===== src/rtl/cpu_cycle_sequencer_if.sv =====
// Unified-memory request bus between the cycle sequencer (master) and the
// single-port memory (slave).
interface cpu_cycle_sequencer_if;
    logic mem_req;
    logic mem_sel;
    logic mem_we;
    logic mem_ready;

    modport master (
        output mem_req,
        output mem_sel,
        output mem_we,
        input  mem_ready
    );

    modport slave (
        input  mem_req,
        input  mem_sel,
        input  mem_we,
        output mem_ready
    );
endinterface : cpu_cycle_sequencer_if


===== src/rtl/cpu_cycle_sequencer.sv =====
// Multi-cycle sequencer: time-shares one memory between fetch and data access,
// gates CU strobes per phase, supports free-run/single-step and halts on SYSTEM.
module cpu_cycle_sequencer #(
    parameter int unsigned CNT_W   = 16,
    parameter int unsigned TIMEOUT = 255
) (
    input  logic                    clk,
    input  logic                    rst,
    input  logic                    run_mode,
    input  logic                    step,
    input  logic                    cu_mem_read,
    input  logic                    cu_mem_write,
    input  logic                    cu_reg_write,
    input  logic                    cu_pc_load,
    cpu_cycle_sequencer_if.master   mem,
    output logic                    ir_load,
    output logic                    reg_write_en,
    output logic                    pc_write_en,
    output logic                    halted,
    output logic                    mem_err,
    output logic [2:0]              state,
    output logic [CNT_W-1:0]        instr_count
);

    localparam int unsigned WAIT_W = 8;

    typedef enum logic [2:0] {
        S_IDLE   = 3'd0,
        S_FETCH  = 3'd1,
        S_DECODE = 3'd2,
        S_MEM    = 3'd3,
        S_WB     = 3'd4,
        S_HALT   = 3'd5
    } state_e;

    state_e              state_q;
    logic [WAIT_W-1:0]   wait_q;
    logic [CNT_W-1:0]    count_q;
    logic                err_q;
    logic                timeout_hit;

    // Last permitted wait cycle: a miss here is the TIMEOUT-th miss.
    assign timeout_hit = (wait_q == WAIT_W'(TIMEOUT - 1));

    // Sequencer state, wait counter, retire counter and sticky error.
    always_ff @(posedge clk or posedge rst) begin
        if (rst) begin
            state_q <= S_IDLE;
            wait_q  <= '0;
            count_q <= '0;
            err_q   <= 1'b0;
        end else begin
            case (state_q)
                S_IDLE: begin
                    wait_q <= '0;
                    if (run_mode || step) state_q <= S_FETCH;
                end
                S_FETCH: begin
                    if (mem.mem_ready) begin
                        wait_q  <= '0;
                        state_q <= S_DECODE;
                    end else if (timeout_hit) begin
                        state_q <= S_HALT;
                        err_q   <= 1'b1;
                    end else begin
                        wait_q <= wait_q + WAIT_W'(1);
                    end
                end
                S_DECODE: begin
                    wait_q <= '0;
                    if (!cu_pc_load)                       state_q <= S_HALT;
                    else if (cu_mem_read || cu_mem_write)  state_q <= S_MEM;
                    else                                   state_q <= S_WB;
                end
                S_MEM: begin
                    if (mem.mem_ready) begin
                        wait_q  <= '0;
                        state_q <= S_WB;
                    end else if (timeout_hit) begin
                        state_q <= S_HALT;
                        err_q   <= 1'b1;
                    end else begin
                        wait_q <= wait_q + WAIT_W'(1);
                    end
                end
                S_WB: begin
                    wait_q  <= '0;
                    count_q <= count_q + CNT_W'(1);
                    state_q <= run_mode ? S_FETCH : S_IDLE;
                end
                S_HALT: begin
                    wait_q <= '0;
                end
                default: begin
                    state_q <= S_HALT;
                end
            endcase
        end
    end

    // Per-phase strobes; forced low while reset is asserted.
    always_comb begin
        mem.mem_req  = 1'b0;
        mem.mem_sel  = 1'b0;
        mem.mem_we   = 1'b0;
        ir_load      = 1'b0;
        reg_write_en = 1'b0;
        pc_write_en  = 1'b0;
        halted       = 1'b0;
        if (!rst) begin
            case (state_q)
                S_FETCH: begin
                    mem.mem_req = 1'b1;
                    ir_load     = mem.mem_ready;
                end
                S_MEM: begin
                    mem.mem_req = 1'b1;
                    mem.mem_sel = 1'b1;
                    mem.mem_we  = cu_mem_write;
                end
                S_WB: begin
                    reg_write_en = cu_reg_write;
                    pc_write_en  = 1'b1;
                end
                S_HALT: begin
                    halted = 1'b1;
                end
                default: begin
                    halted = 1'b0;
                end
            endcase
        end
    end

    assign state       = 3'(state_q);
    assign instr_count = count_q;
    assign mem_err     = err_q;

endmodule : cpu_cycle_sequencer


===== src/flat_wrapper.sv =====
// flat-port wrapper written by rule: the top's interface ports become plain ports
module cpu_cycle_sequencer_flat 
#(
    parameter int unsigned CNT_W   = 16,
    parameter int unsigned TIMEOUT = 255
)
  (clk, rst, run_mode, step, cu_mem_read, cu_mem_write, cu_reg_write, cu_pc_load, ir_load, reg_write_en, pc_write_en, halted, mem_err, state, instr_count, mem_mem_req, mem_mem_sel, mem_mem_we, mem_mem_ready);
  cpu_cycle_sequencer_if mem_i ();
  input  logic clk;
  input  logic rst;
  input  logic run_mode;
  input  logic step;
  input  logic cu_mem_read;
  input  logic cu_mem_write;
  input  logic cu_reg_write;
  input  logic cu_pc_load;
  output logic ir_load;
  output logic reg_write_en;
  output logic pc_write_en;
  output logic halted;
  output logic mem_err;
  output logic [2:0] state;
  output logic [CNT_W-1:0] instr_count;
  output wire logic [$bits(mem_i.mem_req)-1:0] mem_mem_req;
  output wire logic [$bits(mem_i.mem_sel)-1:0] mem_mem_sel;
  output wire logic [$bits(mem_i.mem_we)-1:0] mem_mem_we;
  input wire logic [$bits(mem_i.mem_ready)-1:0] mem_mem_ready;
  assign mem_mem_req = mem_i.mem_req;
  assign mem_mem_sel = mem_i.mem_sel;
  assign mem_mem_we = mem_i.mem_we;
  assign mem_i.mem_ready = mem_mem_ready;
  cpu_cycle_sequencer #(.CNT_W(CNT_W), .TIMEOUT(TIMEOUT)) u_core (.clk(clk), .rst(rst), .run_mode(run_mode), .step(step), .cu_mem_read(cu_mem_read), .cu_mem_write(cu_mem_write), .cu_reg_write(cu_reg_write), .cu_pc_load(cu_pc_load), .mem(mem_i), .ir_load(ir_load), .reg_write_en(reg_write_en), .pc_write_en(pc_write_en), .halted(halted), .mem_err(mem_err), .state(state), .instr_count(instr_count));
endmodule

===== config.mk =====
export PLATFORM = sky130hd
export DESIGN_NAME = cpu_cycle_sequencer_flat
export DESIGN_NICKNAME = d
export VERILOG_FILES = /design/src/rtl/cpu_cycle_sequencer_if.sv /design/src/rtl/cpu_cycle_sequencer.sv /design/src/flat_wrapper.sv
export SDC_FILE = /design/constraint.sdc
export NUM_CORES = 1
export LEC_CHECK = 0
export CAP_MARGIN = 20
export CORE_UTILIZATION = 30
export DETAILED_ROUTE_END_ITERATION = 6
export PLACE_DENSITY = 0.5
export SLEW_MARGIN = 20
export SYNTH_ARGS = -nofsm -noshare
export SYNTH_HDL_FRONTEND = slang
export SYNTH_SLANG_ARGS = --single-unit

===== constraint.sdc =====
create_clock -name clk -period 4.55 [get_ports clk]
set_input_delay 0.91 -clock clk [delete_from_list [all_inputs] [get_ports clk]]
set_output_delay 0.91 -clock clk [all_outputs]
set_load 0.02 [all_outputs]

# --- After elaboration in Yosys (flattened, before gate mapping) ---
# Index checks and enable logic that the tools add are counted.
word_totals:
  output_inout_bits: 27
  word_cells: 50
  reg_bits: 28
op_classes:
  reduce_logical: 9
  addsub: 2
  eq_ne: 8
  bitwise: 2
  muxes: 25
op_table:
  columns: ["cell", "n"]
  rows:
  - ["2-to-1 mux 3 bit", 6]
  - ["one-hot mux 3 bit (6 select lines)", 1]
  - ["adder 16 x 1 -> 16 bit (second input constant)", 1]
  - ["2-to-1 mux 8 bit", 2]
  - ["one-hot mux 8 bit (2 select lines)", 1]
  - ["2-to-1 mux 1 bit", 15]
  - ["adder 8 x 1 -> 8 bit (second input constant)", 1]
  - ["equality test 8 bit (second input constant)", 1]
  - ["equality test 3 x 2 -> 1 bit (second input constant)", 2]
  - ["equality test 3 bit (second input constant)", 2]
  - ["AND reduction 2 bit", 2]
  - ["OR reduction 4 bit", 1]
  - ["equality test 3 x 1 -> 1 bit (second input constant)", 1]
  - ["logical NOT 3 bit", 1]
  - ["!= test 3 bit (second input constant)", 1]
  - ["AND reduction 3 bit", 1]
  - ["logical OR 1 bit", 2]
  - ["!= test 2 x 1 -> 1 bit (second input constant)", 1]
  - ["NOT 1 bit", 2]
  - ["nonzero test 2 bit", 1]
  - ["OR reduction 2 bit", 1]

# --- Longest topological paths before layout ---
logic_depth:
  ltp_word: 4
  mapped_depth: 6

# --- Worst setup path after synthesis ---
# Ideal clock, no wire load.
synth_timing:
  path_type: "input to output"
  from: "input rst"
  to: "output reg_write_en"
  t_required_ns: 3.640
  t_arrival_ns: 1.907
  n_path_buf: 0
  setup_slack_ns: 1.733
  stages: 2
  path_cell_list: "inv_1 > and3_1"
synth_via:
  elab_chain_cells: 1
synth_rtl:
  columns: ["item", "line_no", "rtl"]
  rows:
  - ["start, declared", "flat_wrapper.sv:10", "input logic rst;"]
  - ["2-to-1 mux 1 bit", "cpu_cycle_sequencer.sv:110", "if (!rst) begin"]
  - ["end, declared", "flat_wrapper.sv:18", "output logic reg_write_en;"]
# Every way passes these cells.

# --- Worst setup path in the final report ---
layout_timing:
  from: "input mem_mem_ready"
  to: "output ir_load"
layout_via:
  elab_chain_cells: 2
layout_rtl:
  columns: ["item", "line_no", "rtl"]
  rows:
  - ["start, declared", "flat_wrapper.sv:27", "input wire logic [$bits(mem_i.mem_ready)-1:0] mem_mem_ready;"]
  - ["2-to-1 mux 1 bit", "cpu_cycle_sequencer.sv:111", "case (state_q)"]
  - ["2-to-1 mux 1 bit", "cpu_cycle_sequencer.sv:110", null]
  - ["end, declared", "flat_wrapper.sv:17", "output logic ir_load;"]
# Every way passes these cells.

==> impl_metrics.csv <==
group,metric,value,unit
status,status,"finished, final reports clean",
synthesis,syn_avg_cell_area,10.2,µm²
power,internal_power,545,µW
drt,viasPerCell,4.95,
sta,period_share,72.2,%
sta,max-slew-margin-rel,59.5,%
grt,grt_max_degree,29,
worst_setup_path,end_kind,"output pin",
place,port_buffers,35,
synthesis,synth.distinct_cells,40,
clock_tree,cts_root_buf,"clkbuf_8",
grt,track_usage,13.7,%
synthesis,seq_area_frac_synth,47.5,%
synthesis,synth_most_common_cell,"dfrtp_1",
synthesis,yosysWarnings,0,
drt,dr.pass1.iters,4,
drt,wirelength,3.28,mm
power,switchingPower,304,µW
sta,worst_pin_slew,0.605,ns
clock_tree,cts_resized,0,
floorplanning,core,0.00472,mm²
floorplanning,die_h,72.1,µm
synthesis,synth_area,0.00148,mm²
synthesis,synth-edff-count,0,
drt,dr.first_iter.drc_count,62,
cells_and_area,final_nets,195,
worst_setup_path,cp-start-kind,"input pin",
floorplanning,fp-row-count,25,
power,p_total,849,µW
clock_tree,cts_max_path_buffers,2,
place,dp_slack,1.26,ns
drt,post_drt_wl_per_cell,13.2,µm
sta,final.setup.worst_slack,1.26,ns
sta,finalHoldViolCount,0,
cells_and_area,drive_gt1_share,6.59,%
drt,antenna_left,0,
floorplanning,initial_core_util,31.2,%
clock_tree,cts_tree,"built",
power,swShare,35.8,%
sta,final_max_slew_viol_count,0,
sta,fin_hold_ws,0.469,ns
worst_setup_path,worstSetupPathType,"input pin to output pin",
clock_tree,hold_buffers,0,
cells_and_area,area_growth,33.5,%
clock_tree,clk_pin_slew,0.10,ns
sta,setup_tns,0,ns
grt,grt_overflow_total,0,
power,power_density,431,mW/mm²
cells_and_area,diodes,0,
synthesis,ys_top_cells_by_count,"dfrtp_1 (28), nand2_1 (13), nand3_1 (11)",
drt,vias,1233,
drt,drc,0,
grt,grt_first_pass_wirelength,5.60,mm
place,dp_hpwl,2.42,mm
grt,antenna_found_initial,0,
grt,first_global_vias,1177,
sta,period_needed,3.29,ns
sta,skew,0.00397,ns
clock_tree,clock_latency,0.28,ns
cells_and_area,n_fill_cell,456,
clock_tree,h-tree-depth,1,
power,pwr-share-clk,23.3,%
sta,fmax,304,MHz
floorplanning,die-area,0.00520,mm²
sta,rsz0062_at_grt,"false",
flow_run,cap_violations,0,
worst_setup_path,cp_data_arrival_time,2.38,ns
power,p_leak,0.000838,µW
clock_tree,cts_buffers,3,
synthesis,yosys_most_used_dff,"dfrtp_1",
clock_tree,cts_sinks,28,
place,gp_congestion,0.786,
synthesis,synth_top_area_share,47.5,%
synthesis,yosysTopAreaCell,"dfrtp_1",
synthesis,syn-num-nets,157,
worst_setup_path,critPathRequiredTime,3.64,ns
power,irDropWorstVdd,0.000163,V
worst_setup_path,crit_fanout,6,
power,p_comb_share,33.4,%
synthesis,yosys-top-cells-area,"dfrtp_1 (47%), xor2_1 (4.7%), xnor2_1 (4.2%), nand3_1 (3.7%), nand2_1 (3.3%)",
synthesis,synth_seq_cells,28,
sta,setup_viol,0,
synthesis,ys_async_sr_fraction,100,%
clock_tree,post_cts_buffers,0,
synthesis,syn_inst,145,
min_path,hp-class,"flop to flop",
power,pwr-share-seq,43.4,%
floorplanning,die_w,72.1,µm
floorplanning,io_pins,36,
-- registers in the layout, summed over array words and instances, names as in the netlist --
register	flops
u_core.instr_count	16
u_core.state	3
u_core.wait_q	8
u_core.mem_err	1
-- power groups by stage --
stage | combinational (µW) | sequential (µW) | clock (µW)
finish | 283 | 368 | 197
global route | 313 | 380 | 213
CTS | 286 | 369 | 205
detailed placement | 284 | 375 | 0
global placement | 280 | 374 | 0
floorplan | 173 | 370 | 0
-- critical path, cell delays in order --
cell and delay, ns:
clkdlybuf4s50_1 0.57, nand2b_1 0.10, nor3_1 0.17, clkdlybuf4s50_1 0.62
-- metal layers --
metal / track usage, % / part of all wire (%) / vias up
met5: 0 / 0 / -
met4: 2.61 / 0.52 / 0
met3: 3.33 / 2.1 / 2
met2: 23.5 / 51 / 15
met1: 17.6 / 47 / 616
li1: - / - / 600
-- path summary, 6_finish.rpt --
kind	startpoint	to	slack, ns	cells after the start
worst min-delay path	u_core.instr_count[15]	u_core.instr_count[15]	0.47	1
worst max register to register	u_core.state[2]	u_core.instr_count[15]	2.69	4
worst max-delay path	mem_mem_ready	ir_load	1.26	4
max in group asynchronous	rst	u_core.wait_q[5]	3.13	3
min in group asynchronous	rst	u_core.instr_count[1]	1.15	3
worst min register to register	u_core.instr_count[15]	u_core.instr_count[15]	0.47	1
-- cell usage in the layout, fill, tap and decap left out, types with 4 or more instances in the layout --
master           netlist  layout
a21oi_1                9       9
and3_1                 6       6
clkdlybuf4s50_1        0      35
dfrtp_1               28      28
nand2_1               13      13
nand2b_1               4       4
nand3_1               11      11
nor2_1                 8       8
nor3_1                 4       4
o21ai_0                6       6
xnor2_1                7       7
xor2_1                 8       8
-- area by class of cell --
class                      instances  area (µm²)  area share (%)
sequential                        28         701            35.6
multi-input combinational        112         748            38.0
timing repair buffer              36         358            18.2
tap                               67        83.8            4.26
inverter                           2        7.51           0.381
clock inverter                     1        30.0            1.52
clock buffer                       3        41.3            2.10
-- metrics by stage --
step,instances,utilization (%),instance area [µm²]
6_report,249,41.7,1970
3_5_place_dp,245,40.2,1900
4_1_cts,249,41.7,1970
3_3_place_gp,245,40.2,1900
2_1_floorplan,145,-,1480
5_1_grt,249,41.7,1970
-- kinds of logic after synthesis --
family          count (synthesis)  synth area share [%]
mux                             1                 0.763
compound gates                 24                  10.3
fa+ha+maj                       3                  2.54
simple gates                   69                  28.2
buf+inv                         5                  1.78
flops                          28                  47.5
xor+xnor                       15                  8.91
Power figures use the tool's default switching activity.
